==> src/rtl/fpu_ctrl_pkg.sv <==
// Shared encodings for the FPU fcsr controller: flag positions, rounding modes,
// CSR address/op codes, the CSR sequencing states and the CSR read-modify helper.
package fpu_ctrl_pkg;

    localparam int FLAG_NV = 4;
    localparam int FLAG_DZ = 3;
    localparam int FLAG_OF = 2;
    localparam int FLAG_UF = 1;
    localparam int FLAG_NX = 0;

    typedef enum logic [2:0] {
        RM_RNE = 3'b000,
        RM_RTZ = 3'b001,
        RM_RDN = 3'b010,
        RM_RUP = 3'b011,
        RM_RMM = 3'b100,
        RM_DYN = 3'b111
    } rm_e;

    typedef enum logic [1:0] {
        CSR_FFLAGS = 2'b00,
        CSR_FRM    = 2'b01,
        CSR_FCSR   = 2'b10,
        CSR_RSVD   = 2'b11
    } csr_addr_e;

    typedef enum logic [1:0] {
        CSR_OP_READ  = 2'b00,
        CSR_OP_WRITE = 2'b01,
        CSR_OP_SET   = 2'b10,
        CSR_OP_CLEAR = 2'b11
    } csr_op_e;

    typedef enum logic [1:0] {
        ST_IDLE   = 2'b00,
        ST_DRAIN  = 2'b01,
        ST_ACCESS = 2'b10,
        ST_RESP   = 2'b11
    } csr_state_e;

    // Bitwise effect of a CSR op on an aligned value; callers mask the result
    // down to the addressed field.
    function automatic logic [7:0] csr_apply(csr_op_e op, logic [7:0] cur, logic [7:0] opnd);
        logic [7:0] res;
        case (op)
            CSR_OP_WRITE: res = opnd;
            CSR_OP_SET:   res = cur | opnd;
            CSR_OP_CLEAR: res = cur & ~opnd;
            default:      res = cur;
        endcase
        return res;
    endfunction

endpackage

==> src/rtl/fpu_inflight_counter.sv <==
// Outstanding-op counter: increments stop at the limit, decrements at zero are
// dropped, simultaneous inc/dec leaves the count unchanged.
module fpu_inflight_counter #(
    parameter int MAX = 4,
    parameter int W   = 4
) (
    input  logic         clk,
    input  logic         rst,
    input  logic         inc,
    input  logic         dec,
    output logic [W-1:0] cnt,
    output logic         at_limit,
    output logic         is_zero
);

    localparam logic [W-1:0] LIMIT = W'(MAX);

    logic inc_ok, dec_ok;

    assign at_limit = (cnt >= LIMIT);
    assign is_zero  = (cnt == '0);
    assign inc_ok   = inc && !at_limit;
    assign dec_ok   = dec && !is_zero;

    always_ff @(posedge clk or posedge rst) begin
        if (rst)
            cnt <= '0;
        else if (inc_ok && !dec_ok)
            cnt <= cnt + 1'b1;
        else if (dec_ok && !inc_ok)
            cnt <= cnt - 1'b1;
    end

endmodule

==> src/rtl/fpu_fcsr_ctrl.sv <==
// FPU fcsr owner: rounding-mode resolution, sticky flag accumulation and CSR
// accesses serialised behind a pipeline drain. Define FPU_DYN_RM_EN to let rm=111 use frm.
module fpu_fcsr_ctrl
    import fpu_ctrl_pkg::*;
#(
    parameter int MAX_INFLIGHT = 4
) (
    input  logic       clk,
    input  logic       rst,
    input  logic       issue_valid,
    output logic       issue_ready,
    input  logic [2:0] issue_rm,
    output logic [2:0] issue_rm_eff,
    output logic       issue_rm_illegal,
    input  logic       retire_valid,
    input  logic [4:0] retire_flags,
    input  logic       csr_req_valid,
    output logic       csr_req_ready,
    input  logic [1:0] csr_addr,
    input  logic [1:0] csr_op,
    input  logic [7:0] csr_wdata,
    output logic       csr_resp_valid,
    output logic [7:0] csr_rdata,
    output logic [2:0] frm,
    output logic [4:0] fflags,
    output logic [3:0] inflight_cnt
);

    csr_state_e state_q, state_d;
    csr_addr_e  addr_q;
    csr_op_e    op_q;
    logic [7:0] wdata_q;
    logic [2:0] frm_q;
    logic [4:0] fflags_q;
    logic [7:0] rdata_q;

    logic       at_limit, is_zero;
    logic       rm_ill;
    logic [2:0] rm_res;
    logic       issue_acc, retire_ok, req_hs;

    logic [7:0] fcsr_cur, fcsr_new, view, fmask, opnd;

    // Rounding-mode resolution is purely combinational on the current frm.
    always_comb begin
        rm_ill = 1'b0;
        rm_res = issue_rm;
        case (issue_rm)
            3'b101, 3'b110: rm_ill = 1'b1;
            RM_DYN: begin
`ifdef FPU_DYN_RM_EN
                if (frm_q > RM_RMM)
                    rm_ill = 1'b1;
                else
                    rm_res = frm_q;
`else
                rm_ill = 1'b1;
`endif
            end
            default: ;
        endcase
    end

    assign issue_rm_illegal = rm_ill;
    assign issue_rm_eff     = rm_ill ? 3'b000 : rm_res;

    assign issue_ready    = (state_q == ST_IDLE) && !at_limit;
    assign csr_req_ready  = (state_q == ST_IDLE);
    assign csr_resp_valid = (state_q == ST_RESP);
    assign issue_acc      = issue_valid && issue_ready && !rm_ill;
    assign retire_ok      = retire_valid && !is_zero;
    assign req_hs         = csr_req_valid && csr_req_ready;

    fpu_inflight_counter #(.MAX(MAX_INFLIGHT), .W(4)) u_cnt (
        .clk      (clk),
        .rst      (rst),
        .inc      (issue_acc),
        .dec      (retire_valid),
        .cnt      (inflight_cnt),
        .at_limit (at_limit),
        .is_zero  (is_zero)
    );

    always_comb begin
        state_d = state_q;
        case (state_q)
            ST_IDLE:   if (req_hs) state_d = ST_DRAIN;
            ST_DRAIN:  if (is_zero) state_d = ST_ACCESS;
            ST_ACCESS: state_d = ST_RESP;
            ST_RESP:   state_d = ST_IDLE;
            default:   state_d = ST_IDLE;
        endcase
    end

    // The access works on the packed {frm,fflags} image; the mask confines the
    // op to the addressed field and the operand is aligned to that field.
    always_comb begin
        fcsr_cur = {frm_q, fflags_q};
        view     = 8'h00;
        fmask    = 8'h00;
        opnd     = 8'h00;
        case (addr_q)
            CSR_FFLAGS: begin
                view  = {3'b000, fflags_q};
                fmask = 8'h1f;
                opnd  = {3'b000, wdata_q[4:0]};
            end
            CSR_FRM: begin
                view  = {5'b00000, frm_q};
                fmask = 8'he0;
                opnd  = {wdata_q[2:0], 5'b00000};
            end
            CSR_FCSR: begin
                view  = fcsr_cur;
                fmask = 8'hff;
                opnd  = wdata_q;
            end
            default: ;
        endcase
        fcsr_new = (fcsr_cur & ~fmask) | (csr_apply(op_q, fcsr_cur, opnd) & fmask);
    end

    always_ff @(posedge clk or posedge rst) begin
        if (rst) begin
            state_q  <= ST_IDLE;
            addr_q   <= CSR_FFLAGS;
            op_q     <= CSR_OP_READ;
            wdata_q  <= 8'h00;
            frm_q    <= 3'b000;
            fflags_q <= 5'b00000;
            rdata_q  <= 8'h00;
        end else begin
            state_q <= state_d;
            if (req_hs) begin
                addr_q  <= csr_addr_e'(csr_addr);
                op_q    <= csr_op_e'(csr_op);
                wdata_q <= csr_wdata;
            end
            // Count is zero in ACCESS, so no retire can be accepted alongside it.
            if (state_q == ST_ACCESS) begin
                rdata_q           <= view;
                {frm_q, fflags_q} <= fcsr_new;
            end else if (retire_ok) begin
                fflags_q <= fflags_q | retire_flags;
            end
        end
    end

    assign frm       = frm_q;
    assign fflags    = fflags_q;
    assign csr_rdata = rdata_q;

endmodule
==> config.mk <==
export PLATFORM = sky130hd
export DESIGN_NAME = fpu_fcsr_ctrl
export DESIGN_NICKNAME = d
export VERILOG_FILES = /design/src/rtl/fpu_ctrl_pkg.sv /design/src/rtl/fpu_inflight_counter.sv /design/src/rtl/fpu_fcsr_ctrl.sv
export SDC_FILE = /design/constraint.sdc
export NUM_CORES = 1
export LEC_CHECK = 0
export BUFFER_PORTS_ARGS = -buffer_cell sky130_fd_sc_hd__buf_2
export CAP_MARGIN = 5
export CORE_MARGIN = 4
export CORE_UTILIZATION = 57
export DETAILED_ROUTE_END_ITERATION = 8
export GPL_TIMING_DRIVEN = 0
export PLACE_DENSITY = 0.9
export SLEW_MARGIN = 20
export SYNTH_ARGS = -nofsm -noshare
export SYNTH_HDL_FRONTEND = slang
export SYNTH_HIERARCHICAL = 1
export SYNTH_SLANG_ARGS = --single-unit
==> constraint.sdc <==
create_clock -name clk -period 4.1 [get_ports clk]
set_clock_uncertainty 0.05 [all_clocks]
set_input_delay 0.82 -clock clk [delete_from_list [all_inputs] [get_ports clk]]
set_output_delay 0.82 -clock clk [all_outputs]
set_load 0.03 [all_outputs]
# [Word level (Yosys, flattened, before mapping)]
# Index checks and enable logic that the tools add are counted.
[classes] n_addsub=2 order_cmp=1 eq_ne=13 muxes=13 bitwise_logic=8 reduce_logical=20
[op_table] operator="one-hot mux 8 bit (3 select lines)" count=4
[op_table] operator="AND 8 bit" count=3
[op_table] operator="NOT 8 bit" count=2
[op_table] operator="bitwise OR 8 bit" count=2
[op_table] operator="== test 2 bit, second input constant" count=5
[op_table] operator="two-way mux 5 bit" count=2
[op_table] operator="== test 3 bit, second input constant" count=3
[op_table] operator="logical AND 1 bit" count=8
[op_table] operator="two-way mux 4 bit" count=2
[op_table] operator="one-hot mux 2 bit (4 select lines)" count=1
[op_table] operator="== test 2 x 1 -> 1 bit, second input constant" count=3
[op_table] operator="logical NOT 1 bit" count=5
[op_table] operator="bitwise OR 5 bit" count=1
[op_table] operator="adder 4 x 1 -> 4 bit, second input constant" count=1
[op_table] operator="greater-or-equal comparator 4 x 3 -> 1 bit, second input constant" count=1
[op_table] operator="logical NOT 2 bit" count=2
[op_table] operator="logical NOT 4 bit" count=1
[op_table] operator="two-way mux 2 bit" count=2
[op_table] operator="inequality test 2 x 1 -> 1 bit, second input constant" count=2
[op_table] operator="nonzero test 2 bit" count=2
[op_table] operator="subtractor 4 x 1 -> 4 bit, second input constant" count=1
[op_table] operator="two-way mux 3 bit" count=1
[op_table] operator="OR reduction 3 bit" count=1
[op_table] operator="AND reduction 2 bit" count=1
[op_table] operator="two-way mux 1 bit" count=1
[word_totals] ff_bits=34 input_bits=25 word_cells=65

# [Longest topological paths before layout]
# Gate-level depths: netlist of the first run.
[depth] depth_word=10 depth_mapped=13 depth_no_buf=13

# [Cells and area by module]
# Netlist of the first run, hierarchy kept.
[by_module_without_submodules] mod="fpu_fcsr_ctrl" n_inst=1 cells_per_inst=159 area_per_inst_um2=1656.6 seq_area_each_um2=750.7
[by_module_without_submodules] mod="fpu_inflight_counter" n_inst=1 cells_per_inst=33 area_per_inst_um2=332.8 seq_area_each_um2=100.1

# [Worst setup path before layout of the first run]
# OpenSTA, ideal clock, no wires.
[synth_timing] kind="register -> register" startpoint="register state_q[0]" endpoint="register u_cnt.cnt[3]" setup_ns=0.130 t_arrival_ns=3.035 path_slack_ns=0.884 stages_incl_launch_ff=14 synth_period_minus_slack_ns=3.216 cell_sequence="dfrtp_1 > inv_1 > ha_1 > nor2b_1 > nand2_1 > nor2_1 > inv_1 > nor2_1 > ha_1 > inv_1 > ha_1 > or4_1 > nand3_1 > o221ai_2"
[synth_between] elab_chain_len=8 elab_cells_between_ends=10
[synth_rtl] element="start, declared" line="fpu_fcsr_ctrl.sv:29" source="csr_state_e state_q, state_d;"
[synth_rtl] element="start signal, assigned" line="fpu_fcsr_ctrl.sv:133" source="state_q <= state_d;"
[synth_rtl] element="logical NOT 2 bit *"
[synth_rtl] element="net csr_req_ready" line="fpu_fcsr_ctrl.sv:18" source="output logic csr_req_ready,"
[synth_rtl] element="logical AND 1 bit *" line="fpu_fcsr_ctrl.sv:67" source="assign issue_ready = (state_q == ST_IDLE) && !at_limit;"
[synth_rtl] element="net issue_ready" line="fpu_fcsr_ctrl.sv:11" source="output logic issue_ready,"
[synth_rtl] element="logical AND 1 bit * (2 in a row)" line="fpu_fcsr_ctrl.sv:70" source="assign issue_acc = issue_valid && issue_ready && !rm_ill;"
[synth_rtl] element="net issue_acc" line="fpu_fcsr_ctrl.sv:40" source="logic issue_acc, retire_ok, req_hs;"
[synth_rtl] element="logical AND 1 bit *" line="fpu_inflight_counter.sv:22" source="assign inc_ok = inc && !at_limit;"
[synth_rtl] element="logical NOT 1 bit" line="fpu_inflight_counter.sv:30" source="else if (dec_ok && !inc_ok)"
[synth_rtl] element="logical AND 1 bit" line="fpu_inflight_counter.sv:30"
[synth_rtl] element="nonzero test 2 bit (no source line)"
[synth_rtl] element="end signal, assigned" line="fpu_inflight_counter.sv:29" source="cnt <= cnt + 1'b1;"
[synth_rtl] element="end signal, assigned" line="fpu_inflight_counter.sv:31" source="cnt <= cnt - 1'b1;"
[synth_rtl] element="end, declared" line="fpu_inflight_counter.sv:11" source="output logic [W-1:0] cnt,"
# Mark *: on every way through the listed nets, which the timed path passes. The rest lies on a longest branch.
# A chain may end at the register's enable or synchronous reset.

# [Worst setup path in the final report of the first run]
[layout_timing] startpoint="register state_q[1]" endpoint="register u_cnt.cnt[3]"
[layout_between] elab_chain_len=8 elab_cells_between_ends=10
[layout_rtl] element="logical NOT 2 bit *" line="fpu_fcsr_ctrl.sv:67"
[layout_rtl] element="logical AND 1 bit *" line="fpu_fcsr_ctrl.sv:67"
[layout_rtl] element="logical AND 1 bit * (2 in a row)" line="fpu_fcsr_ctrl.sv:70"
[layout_rtl] element="net issue_acc" line="fpu_fcsr_ctrl.sv:40"
[layout_rtl] element="logical AND 1 bit *" line="fpu_inflight_counter.sv:22"
[layout_rtl] element="logical NOT 1 bit" line="fpu_inflight_counter.sv:30"
[layout_rtl] element="logical AND 1 bit" line="fpu_inflight_counter.sv:30"
[layout_rtl] element="nonzero test 2 bit (no source line)"
# Marked as above.

==> results of run 1 <==
-- cell usage after synthesis (all sizes together) --
master,n
ha,11
a22o,3
a22oi,6
xnor2,3
nand3b,2
nand3,9
or4,1
inv,17
o21a,1
a21oi,2
or2b,2
nor3b,7
or2,2
o22ai,5
clkbuf,1
fa,1
nor2,14
nand2b,5
o221ai,6
nor2b,4
mux2i,1
a211o,1
nand2,10
or3,3
o21ai,8
mux2,13
a21o,1
nor3,12
dfrtp,34
o32a,1
and3,1
buf,5
-- layer usage --
layer / vias to the layer above / track usage / part of all wire / routed length, um
met1: 790 / 0.2311 / 0.42 / 1757
met4: 0 / 0.05570 / 0.0088 / 37
li1: 799 / - / - / -
met3: 7 / 0.06071 / 0.078 / 329
met2: 63 / 0.3374 / 0.49 / 2082
met5: - / 0 / 0 / 0
-- worst min-delay path by stage --
stage / slack, ps / to / from
after floorplan: 420 / wdata_q[3]$_DFFE_PP0P_ / wdata_q[3]$_DFFE_PP0P_
after global placement: 430 / wdata_q[3]$_DFFE_PP0P_ / wdata_q[3]$_DFFE_PP0P_
after detailed placement: 450 / wdata_q[3]$_DFFE_PP0P_ / wdata_q[3]$_DFFE_PP0P_
after CTS: 320 / u_cnt/cnt[0]$_DFFE_PP0P_ / rst
after global routing: 320 / u_cnt/cnt[0]$_DFFE_PP0P_ / rst
final: 320 / u_cnt/cnt[3]$_DFFE_PP0P_ / rst
-- report_power, final --
| group | internal, W | switching [W] |
|---|---|---|
| clock | 0.000191 | 0.000119 |
| combinational | 0.000447 | 0.000652 |
| sequential | 0.000488 | 0.000155 |
-- stage by stage --
step,total power [W],instance area [sq um],hold slack (ps),utilization
final,0.002052,2409,321.9,0.7161
after global routing,0.002192,2409,324.0,0.7161
after CTS,0.002046,2409,318.2,0.7161
after detailed placement,0.001741,2302,454.5,0.6845
after global placement,0.001696,2302,433.8,0.6845
after floorplan,0.001467,1989,415.3,-
-- placed cells by master (no fill, tap or decap), types with 3 or more instances in the layout --
cell,netlist,routed
sky130_fd_sc_hd__o221ai_1,4,4
sky130_fd_sc_hd__nor3b_2,6,6
sky130_fd_sc_hd__nand2_1,10,10
sky130_fd_sc_hd__dfrtp_1,34,34
sky130_fd_sc_hd__mux2_1,5,5
sky130_fd_sc_hd__o22ai_1,5,5
sky130_fd_sc_hd__ha_1,11,11
sky130_fd_sc_hd__nand3_1,9,9
sky130_fd_sc_hd__buf_2,2,53
sky130_fd_sc_hd__clkbuf_4,0,5
sky130_fd_sc_hd__o21ai_0,8,8
sky130_fd_sc_hd__nor3_1,11,11
sky130_fd_sc_hd__nor2b_1,4,4
sky130_fd_sc_hd__nand2b_1,4,4
sky130_fd_sc_hd__nor2_1,13,13
sky130_fd_sc_hd__inv_1,17,16
sky130_fd_sc_hd__a22o_1,3,3
sky130_fd_sc_hd__a22oi_1,6,6
sky130_fd_sc_hd__mux2_2,8,8
-- layout make-up --
type | instances | share of cell area
Clock buffer | 5 | 0.01558
Tap cell | 46 | 0.02390
Sequential cell | 34 | 0.3532
Inverter | 17 | 0.02649
Multi-Input combinational cell | 135 | 0.4281
Timing Repair Buffer | 51 | 0.1060
Clock inverter | 3 | 0.02857
Buffer | 6 | 0.01818
-- cell families after synthesis --
| kind of cell | synth area share |
|---|---|
| adders and majority gates | 0.07924 |
| buffers and inverters | 0.05409 |
| muxes | 0.07862 |
| AOI/OAI and AO/OA | 0.1264 |
| DFF | 0.4277 |
| and+or+nand+nor | 0.2170 |
| xor gates and xnor gates | 0.01698 |
==> impl_metrics.sql, run 1 <==
INSERT INTO impl_metrics (metric_group, metric, value, unit) VALUES
('outcome', 'run_status', 'completed', ''),
('finish', 'instances_no_fill', '297', ''),
('clock_network', 'buffers_from_clock_root_to_sink_at_most', '2', ''),
('floorplan', 'io_pins', '52', ''),
('setup_path', 'ff2ff_path_depth', '13', ''),
('min_path', 'hp-class', 'in2async', ''),
('power_and_ir_drop', 'leakage_power_total', '1.152', 'nW'),
('place', 'gp_congestion', '0.8924', ''),
('sta', 'rsz_0062_raised_after_global_routing', 'no', ''),
('synth', 'synth.distinct_cells', '43', ''),
('clock_network', 'clock_sinks', '34', ''),
('synth', 'synth_seq_cells', '34', ''),
('routing', 'number_of_antenna_violating_nets_in_the_routed_design', '0', ''),
('routing', 'detail_route.drc_violations', '0', ''),
('flow_run', 'drv_cap', '0', ''),
('place', 'place_ws', '1100', 'ps'),
('clock_network', 'clkSlewWorstSetupHoldPaths', '110', 'ps'),
('setup_path', 'worstSetupPathType', 'reg2reg', ''),
('finish', 'area.growth.synth_to_final', '21.07', '%'),
('place', 'detailedPlacementHpwl', '3338', 'um'),
('floorplan', 'die_width', '67.08', 'um'),
('setup_path', 'critical_path_required', '4280', 'ps'),
('floorplan', 'placeableCoreArea', '0.003363', 'sq mm'),
('global_route', 'grt_pass1_vias', '1547', ''),
('sta', 'final.period_utilization', '0.7104', ''),
('place', 'dp_cells', '289', ''),
('power_and_ir_drop', 'power-per-cell-area', '851.9', 'mW/mm^2'),
('routing', 'finalWirelength', '4207', 'um'),
('global_route', 'grt_antenna_before_repair', '0', ''),
('finish', 'multiInputGateArea', '0.001031', 'sq mm'),
('floorplan', 'initial_core_util', '0.5915', ''),
('setup_path', 'worstSetupEndpoint', 'u_cnt/cnt[3]$_DFFE_PP0P_', ''),
('synth', 'ys_top_cells_by_area', 'sky130_fd_sc_hd__dfrtp_1, sky130_fd_sc_hd__ha_1, sky130_fd_sc_hd__mux2_2', ''),
('setup_path', 'critical_path_peak_fanout', '6', ''),
('finish', 'n_fill_cell', '259', ''),
('sta', 'fmaxAchievable', '343.3', 'MHz'),
('sta', 'maxSlewHeadroom', '0.6016', ''),
('setup_path', 'timing.critical_path.buf_inv', '3', ''),
('synth', 'synthesis.nets', '229', ''),
('sta', 'setup_total_negative_slack', '0', 'ps'),
('floorplan', 'rows', '21', ''),
('sta', 'setup_ws', '1187', 'ps'),
('routing', 'drt-wirelength-per-cell', '14.16', 'um'),
('clock_network', 'post_cts.resized_instances', '0', ''),
('synth', 'syn_inst', '192', ''),
('clock_network', 'clock_tree.root_cell', 'sky130_fd_sc_hd__clkbuf_4', ''),
('sta', 'final_period_minus_worst_setup_slack', '2913', 'ps'),
('sta', 'setup-violations-final', '0', ''),
('clock_network', 'cts_buffers', '5', ''),
('routing', 'drt-initial-drc-count', '72', ''),
('floorplan', 'die-area', '0.004499', 'sq mm'),
('setup_path', 'arrival', '3090', 'ps'),
('finish', 'register_area', '850.8', 'sq um'),
('setup_path', 'cp_cell_sequence', 'inv_1 > ha_1 > nor2b_1 > nand2_1 > nor2_1 > inv_1 > nor2_1 > ha_1 > inv_1 > ha_1 > or4_1 > nand3_1 > o221ai_2', ''),
('finish', 'drive_above_1_share', '0.3466', ''),
('setup_path', 'timing.critical_path.from_type', 'register', ''),
('setup_path', 'critical-path-slowest-cell', 'sky130_fd_sc_hd__or4_1', ''),
('finish', 'antennaDiodeCount', '0', ''),
('clock_network', 'cts_tree', 'built', ''),
('floorplan', 'chipHeight', '67.08', 'um'),
('global_route', 'grt_pass1_wl', '6644', 'um'),
('synth', 'post_synth_instance_area', '0.001989', 'sq mm'),
('sta', 'timing_max_transition_violations_final', '0', ''),
('clock_network', 'cts.htree.levels', '2', ''),
('routing', 'vias', '1659', ''),
('sta', 'timing_hold_violations_final', '0', ''),
('global_route', 'grt_overflow', '0', ''),
('routing', 'viasPerCell', '5.586', ''),
('setup_path', 'worstReg2RegStart', 'state_q[1]$_DFFE_PP0P_', ''),
('synth', 'yosysSeqAreaShare', '0.4277', ''),
('power_and_ir_drop', 'ir_drop', '452.8', 'uV');
Power figures use the tool's default switching activity.
==> run 2, diff against run 1 <==
--- a/config.mk
+++ b/config.mk
@@ -8,10 +8,10 @@
 export BUFFER_PORTS_ARGS = -buffer_cell sky130_fd_sc_hd__buf_2
 export CAP_MARGIN = 5
 export CORE_MARGIN = 4
-export CORE_UTILIZATION = 57
+export CORE_UTILIZATION = 47
 export DETAILED_ROUTE_END_ITERATION = 8
 export GPL_TIMING_DRIVEN = 0
-export PLACE_DENSITY = 0.9
+export PLACE_DENSITY = 0.8
 export SLEW_MARGIN = 20
 export SYNTH_ARGS = -nofsm -noshare
 export SYNTH_HDL_FRONTEND = slang
==> constraint.sdc (replaced) <==
create_clock -name clk -period 2.49 [get_ports clk]
set_clock_uncertainty 0.05 [all_clocks]
set_input_delay 0.498 -clock clk [delete_from_list [all_inputs] [get_ports clk]]
set_output_delay 0.498 -clock clk [all_outputs]
set_load 0.03 [all_outputs]
==> run 2 against run 1 <==
Against the previous run:
- maximum frequency grew 24%
- non-clock buffer count grew 7
- core utilization shrank 10 points
- power grew 64%
- count of clock-buffer cells in the layout grew 2
- die area grew 19%
- clock power grew 21%
- via count shrank 3.7%
==> impl_metrics.sql, run 2 (same netlist as run 1, synthesis figures left out) <==
INSERT INTO impl_metrics (metric_group, metric, value, unit) VALUES
('sta', 'worst_pin_slew', '630.2', 'ps'),
('sta', 'worst_hold_slack', '59.82', 'ps'),
('setup_path', 'critical_path_peak_fanout', '5', ''),
('sta', 'timing_hold_violations_final', '0', ''),
('finish', 'final_cell_mix', 'sky130_fd_sc_hd__buf_2, sky130_fd_sc_hd__dfrtp_1, sky130_fd_sc_hd__inv_1, sky130_fd_sc_hd__nor2_1', ''),
('place', 'numPortBuffers', '51', ''),
('finish', 'layout.core_utilization', '0.6115', ''),
('routing', 'drt_pre_antenna_iters', '4', ''),
('outcome', 'run_status', 'completed', ''),
('clock_network', 'cts.htree.levels', '2', ''),
('routing', 'finalWirelength', '4235', 'um'),
('flow_run', 'drv_cap', '0', ''),
('finish', 'drive_above_1_share', '0.3930', ''),
('power_and_ir_drop', 'power-per-cell-area', '1353', 'mW/mm^2'),
('sta', 'maxSlewHeadroom', '0.5793', ''),
('sta', 'final.period_utilization', '0.9425', ''),
('clock_network', 'clkSlewWorstSetupHoldPaths', '60', 'ps'),
('setup_path', 'critical_path.endpoint_type', 'register', ''),
('finish', 'layout_commonest_cell', 'sky130_fd_sc_hd__buf_2', ''),
('clock_network', 'buffers_from_clock_root_to_sink_at_most', '2', ''),
('setup_path', 'arrival', '2460', 'ps'),
('sta', 'timing_max_transition_violations_final', '0', ''),
('min_path', 'hp-class', 'in2async', ''),
('setup_path', 'critical-path-slowest-cell', 'sky130_fd_sc_hd__dfrtp_1', ''),
('clock_network', 'clock_tree.root_cell', 'sky130_fd_sc_hd__clkbuf_8', ''),
('routing', 'viasPerCell', '5.205', ''),
('finish', 'area.growth.synth_to_final', '24.72', '%'),
('floorplan', 'initial_core_util', '0.4903', ''),
('floorplan', 'placeableCoreArea', '0.004058', 'sq mm'),
('power_and_ir_drop', 'ir_drop', '567.5', 'uV'),
('sta', 'fmaxAchievable', '426.1', 'MHz'),
('global_route', 'grt_pass1_wl', '7093', 'um'),
('setup_path', 'cpPeakStageDelay', '410', 'ps'),
('global_route', 'grt_pass1_vias', '1553', ''),
('global_route', 'grt_overflow', '0', ''),
('power_and_ir_drop', 'leakage_power_total', '1.170', 'nW'),
('sta', 'setup-violations-final', '0', ''),
('routing', 'drt-initial-drc-count', '75', ''),
('global_route', 'global_route.usage.total', '0.1698', ''),
('floorplan', 'die-area', '0.005338', 'sq mm'),
('setup_path', 'critical_path_required', '2600', 'ps'),
('floorplan', 'chipHeight', '73.06', 'um'),
('place', 'dp_cells', '293', ''),
('routing', 'drt-wirelength-per-cell', '13.79', 'um'),
('power_and_ir_drop', 'cellInternalPower', '0.001838', 'W'),
('routing', 'number_of_antenna_violating_nets_in_the_routed_design', '0', ''),
('routing', 'vias', '1598', ''),
('global_route', 'grt_antenna_before_repair', '0', ''),
('finish', 'instances_no_fill', '307', ''),
('sta', 'final_period_minus_worst_setup_slack', '2347', 'ps'),
('clock_network', 'clock_sinks', '34', ''),
('sta', 'rsz_0062_raised_after_global_routing', 'no', ''),
('power_and_ir_drop', 'switching_share', '0.4527', ''),
('place', 'detailedPlacementHpwl', '3251', 'um'),
('floorplan', 'rows', '23', ''),
('clock_network', 'cts_tree', 'built', ''),
('global_route', 'pin_count_of_the_biggest_net_entering_global_routing', '31', ''),
('floorplan', 'io_pins', '52', ''),
('finish', 'antennaDiodeCount', '0', ''),
('place', 'gp_congestion', '0.7911', ''),
('power_and_ir_drop', 'power.share.combinational', '0.574', ''),
('setup_path', 'timing.critical_path.from_type', 'register', ''),
('finish', 'finish.net_count', '294', ''),
('clock_network', 'cts_buffers', '5', ''),
('floorplan', 'die_width', '73.06', 'um'),
('power_and_ir_drop', 'power_frac_seq', '0.314', ''),
('power_and_ir_drop', 'power_switching', '0.001520', 'W'),
('routing', 'detail_route.drc_violations', '0', ''),
('power_and_ir_drop', 'clock_power_share', '0.112', ''),
('setup_path', 'cp_cell_sequence', 'inv_2 > ha_4 > nor2b_4 > nand2_1 > nor2_1 > inv_1 > nor2_1 > ha_2 > inv_2 > ha_4 > or4_1 > nand3_1 > o221ai_2', ''),
('sta', 'setup_total_negative_slack', '0', 'ps'),
('clock_network', 'worst_skew_pair.late_latency', '280', 'ps'),
('setup_path', 'worstSetupPathType', 'reg2reg', '');
==> run 2: power by group through the flow <==
stage	Clock, W	Sequential (W)	Combinational, W
2_1_floorplan	0	0.00128	0.00121
3_3_place_gp	0	0.00106	0.00180
3_5_place_dp	0	0.00108	0.00184
4_1_cts	0.000378	0.00107	0.00186
5_1_grt	0.000406	0.00109	0.00212
6_report	0.000375	0.00106	0.00193
==> run 2: path summary, 6_finish.rpt <==
kind / from / to / slack (ps) / cells past startpoint
max reg2reg: state_q[1]$_DFFE_PP0P_ / u_cnt/cnt[3]$_DFFE_PP0P_ / 140 / 13
max: state_q[1]$_DFFE_PP0P_ / u_cnt/cnt[3]$_DFFE_PP0P_ / 140 / 13
max in group asynchronous: rst / asynchronous set/reset pin / 1720 / 2
min reg2reg: wdata_q[6]$_DFFE_PP0P_ / wdata_q[6]$_DFFE_PP0P_ / 470 / 1
min: rst / u_cnt/cnt[2]$_DFFE_PP0P_ / 60 / 2
min in group clk: csr_wdata[0] / wdata_q[0]$_DFFE_PP0P_ / 380 / 2
==> run 2: worst max-delay path, delay by kind of cell, from the launching register on <==
family / cells / cell delay, ps
AND/OR/NAND/NOR: 6 / 850
adder cells (fa/ha/maj): 3 / 620
flip-flops: 1 / 410
buffers and inverters: 3 / 200
AO/OA/AOI/OAI: 1 / 90
==> run 2: what timing repair did <==
item                                    4_1_cts  5_1_grt
endpoints found under the hold margin         0        0
endpoints found under the setup margin        1        1
pin swaps                                     0        1
resized for setup                             1        1
hold buffers                                  0        0
setup buffers                                 0        7
==> run 2: final cells by class <==
cell class | instances | area [sq um]
sequential | 34 | 853.3
clock buffer | 7 | 76.32
multi-input combinational | 135 | 1074
tap | 50 | 62.56
timing repair buffer | 58 | 307.8
buffer | 6 | 43.79
inverter | 17 | 63.81
fill | 351 | 1577
==> run 2: metal layers <==
layer | vias up | track usage | share of wire
li1 | 810 | - | -
met1 | 751 | 0.2336 | 0.47
met2 | 31 | 0.2651 | 0.48
met3 | 6 | 0.03719 | 0.042
met4 | 0 | 0.05533 | 0.010
met5 | - | 0 | 0
==> run 2: metrics by stage <==
stage                     total power [W]  setup slack, ps  cell area [sq um]
after floorplan                  0.002483           -62.38               2029
after global placement           0.002861           -16.41               2347
after detailed placement         0.002925           -32.91               2347
after CTS                        0.003309            37.86               2429
after global routing             0.003620            1.904               2481
final                            0.003358            143.1               2481
==> run 3, diff against run 2 <==
--- a/config.mk
+++ b/config.mk
@@ -8,10 +8,11 @@
 export BUFFER_PORTS_ARGS = -buffer_cell sky130_fd_sc_hd__buf_2
 export CAP_MARGIN = 5
 export CORE_MARGIN = 4
-export CORE_UTILIZATION = 47
+export CORE_UTILIZATION = 30
 export DETAILED_ROUTE_END_ITERATION = 8
 export GPL_TIMING_DRIVEN = 0
-export PLACE_DENSITY = 0.8
+export PLACE_DENSITY = 0.57
+export SKIP_CTS_REPAIR_TIMING = 1
 export SLEW_MARGIN = 20
 export SYNTH_ARGS = -nofsm -noshare
 export SYNTH_HDL_FRONTEND = slang
==> run 3 against run 2 <==
Against the previous run:
- first-iteration DRC count grew 37%
- critical path type unchanged
- worst hold slack lost 2.2 ps
- clock power grew 7.7%
- die area grew 50%
- sequential power is essentially flat
- final cell count grew 8.5%
- register-to-register slack lost 20 ps
- routed wire length grew 9.7%
- largest cell class unchanged
- non-clock buffer count shrank 1
- core utilization shrank 22 points
- flip-flop and latch count is the same
- count of clock-buffer cells in the layout is the same
==> impl_metrics.sql, run 3 (same netlist as run 1, synthesis figures left out) <==
INSERT INTO impl_metrics (metric_group, metric, value, unit) VALUES
('global_route', 'grtUsageMet1', '0.1590', ''),
('sta', 'maxSlewHeadroom', '0.5749', ''),
('floorplan', 'die_width', '89.44', 'um'),
('floorplan', 'placeableCoreArea', '0.006386', 'sq mm'),
('routing', 'viasPerCell', '4.835', ''),
('sta', 'setup_ws', '119.4', 'ps'),
('global_route', 'grt_pass1_wl', '7569', 'um'),
('finish', 'layout_commonest_cell', 'sky130_fd_sc_hd__buf_2', ''),
('outcome', 'run_status', 'completed', ''),
('sta', 'timing_max_transition_violations_final', '0', ''),
('global_route', 'global_route.usage.total', '0.1225', ''),
('floorplan', 'io_pins', '52', ''),
('clock_network', 'cts.htree.levels', '2', ''),
('floorplan', 'die-area', '0.007999', 'sq mm'),
('routing', 'drt-wirelength-per-cell', '13.95', 'um'),
('power_and_ir_drop', 'ir_drop', '439.1', 'uV'),
('power_and_ir_drop', 'power-per-cell-area', '1347', 'mW/mm^2'),
('routing', 'finalWirelength', '4644', 'um'),
('flow_run', 'drv_cap', '0', ''),
('finish', 'total_non_filler_cell_area_in_the_finished_layout', '0.002526', 'sq mm'),
('finish', 'finish.net_count', '293', ''),
('routing', 'drt_pre_antenna_iters', '4', ''),
('sta', 'final.period_utilization', '0.9520', ''),
('finish', 'final_cell_mix', 'sky130_fd_sc_hd__buf_2, sky130_fd_sc_hd__dfrtp_1, sky130_fd_sc_hd__inv_1, sky130_fd_sc_hd__nor2_1', ''),
('floorplan', 'rows', '29', ''),
('place', 'numPortBuffers', '51', ''),
('clock_network', 'worst_skew_pair.late_latency', '280', 'ps'),
('routing', 'detail_route.drc_violations', '0', ''),
('floorplan', 'chipHeight', '89.44', 'um'),
('clock_network', 'buffers_from_clock_root_to_sink_at_most', '2', ''),
('sta', 'worst_pin_slew', '636.7', 'ps'),
('routing', 'drt-initial-drc-count', '103', ''),
('routing', 'number_of_antenna_violating_nets_in_the_routed_design', '0', ''),
('finish', 'layout.core_utilization', '0.3956', ''),
('finish', 'drive_above_1_share', '0.4023', ''),
('global_route', 'grt_pass1_vias', '1581', ''),
('setup_path', 'critical_path_peak_fanout', '5', ''),
('place', 'detailedPlacementHpwl', '3555', 'um'),
('finish', 'area.growth.synth_to_final', '26.98', '%'),
('clock_network', 'clock_tree.root_cell', 'sky130_fd_sc_hd__clkbuf_8', ''),
('global_route', 'grt_overflow', '0', ''),
('place', 'gp_congestion', '0.8194', ''),
('sta', 'setup_total_negative_slack', '0', 'ps'),
('power_and_ir_drop', 'leakage_power_total', '1.176', 'nW'),
('clock_network', 'clkSlewWorstSetupHoldPaths', '60', 'ps'),
('clock_network', 'clock_sinks', '34', ''),
('setup_path', 'arrival', '2480', 'ps'),
('sta', 'final_period_minus_worst_setup_slack', '2371', 'ps'),
('sta', 'timing_hold_violations_final', '0', ''),
('global_route', 'pin_count_of_the_biggest_net_entering_global_routing', '31', ''),
('sta', 'fmaxAchievable', '421.8', 'MHz'),
('setup_path', 'worstSetupPathType', 'reg2reg', ''),
('min_path', 'hp-class', 'in2async', ''),
('global_route', 'gr-usage-met2', '0.2003', ''),
('setup_path', 'critical_path_required', '2600', 'ps'),
('finish', 'antennaDiodeCount', '0', ''),
('global_route', 'grt_busiest_layer', 'met2', ''),
('sta', 'setup-violations-final', '0', ''),
('place', 'dpl_cell_area', '0.002381', 'sq mm'),
('setup_path', 'timing.critical_path.from_type', 'register', ''),
('clock_network', 'cts_buffers', '5', ''),
('place', 'place_ws', '-51.53', 'ps'),
('finish', 'n_fill_cell', '648', ''),
('setup_path', 'critical_path.endpoint_type', 'register', ''),
('routing', 'vias', '1610', ''),
('global_route', 'grt_antenna_before_repair', '0', ''),
('floorplan', 'initial_core_util', '0.3115', ''),
('global_route', 'grt_use_met3', '0.03134', ''),
('clock_network', 'cts_tree', 'built', '');
-- run 3: changes by cell type in the layout (fill, tap and decap cells not counted), sizes merged --
| cell | delta |
|---|---|
| buf | -1 |
-- run 3: report_power, final --
part / internal, W / switching (W)
logic: 0.000835 / 0.00110
registers: 0.000810 / 0.000254
clock network: 0.000219 / 0.000185
total: 0.00186 / 0.00154
-- run 3: through the flow --
stage,instances,hold slack (ps),total power (W)
after detailed placement,320,355.2,0.002942
after CTS,327,49.97,0.003362
after global routing,333,64.24,0.003697
final,333,57.59,0.003402
after floorplan,192,213.9,0.002483
after global placement,320,349.2,0.002911
-- run 3: final cells by class --
cell class | instances | area, sq um | share of cell area
Timing Repair Buffer | 57 | 300.3 | 0.1189
Clock buffer | 7 | 86.33 | 0.03418
Sequential cell | 34 | 853.3 | 0.3378
Tap cell | 77 | 96.34 | 0.03814
Multi-Input combinational cell | 135 | 1082 | 0.4284
Inverter | 17 | 63.81 | 0.02526
Buffer | 6 | 43.79 | 0.01734
-- run 3: path summary, 6_finish.rpt --
check                                         start                         end  slack, ps  depth (start not counted)
max reg2reg                u_cnt/cnt[2]$_DFFE_PP0P_    u_cnt/cnt[3]$_DFFE_PP0P_        120                         12
max in group asynchronous                       rst  asynchronous set/reset pin       1700                          2
max                        u_cnt/cnt[2]$_DFFE_PP0P_    u_cnt/cnt[3]$_DFFE_PP0P_        120                         12
min in group clk                        csr_addr[1]       addr_q[1]$_DFFE_PP0P_        380                          2
min reg2reg                  wdata_q[3]$_DFFE_PP0P_      wdata_q[3]$_DFFE_PP0P_        470                          1
min                                             rst    u_cnt/cnt[3]$_DFFE_PP0P_         60                          2
-- run 3: routing by layer --
metal  share of wire  wire length (um)
met3           0.050               233
met1            0.46              2130
met2            0.48              2225
met5               0                 0
met4           0.012                55
-- run 3: worst max-delay path, cell delays in order (launching register included) --
cell and delay, ps:
sky130_fd_sc_hd__dfrtp_2 420, sky130_fd_sc_hd__or2_4 280, sky130_fd_sc_hd__nor2b_4 110, sky130_fd_sc_hd__nand2_1 50, sky130_fd_sc_hd__nor2_1 70, sky130_fd_sc_hd__inv_1 40
sky130_fd_sc_hd__nor2_1 90, sky130_fd_sc_hd__ha_2 220, sky130_fd_sc_hd__inv_2 80, sky130_fd_sc_hd__ha_4 260, sky130_fd_sc_hd__or4_4 410, sky130_fd_sc_hd__nand3_2 80
sky130_fd_sc_hd__o221ai_2 90
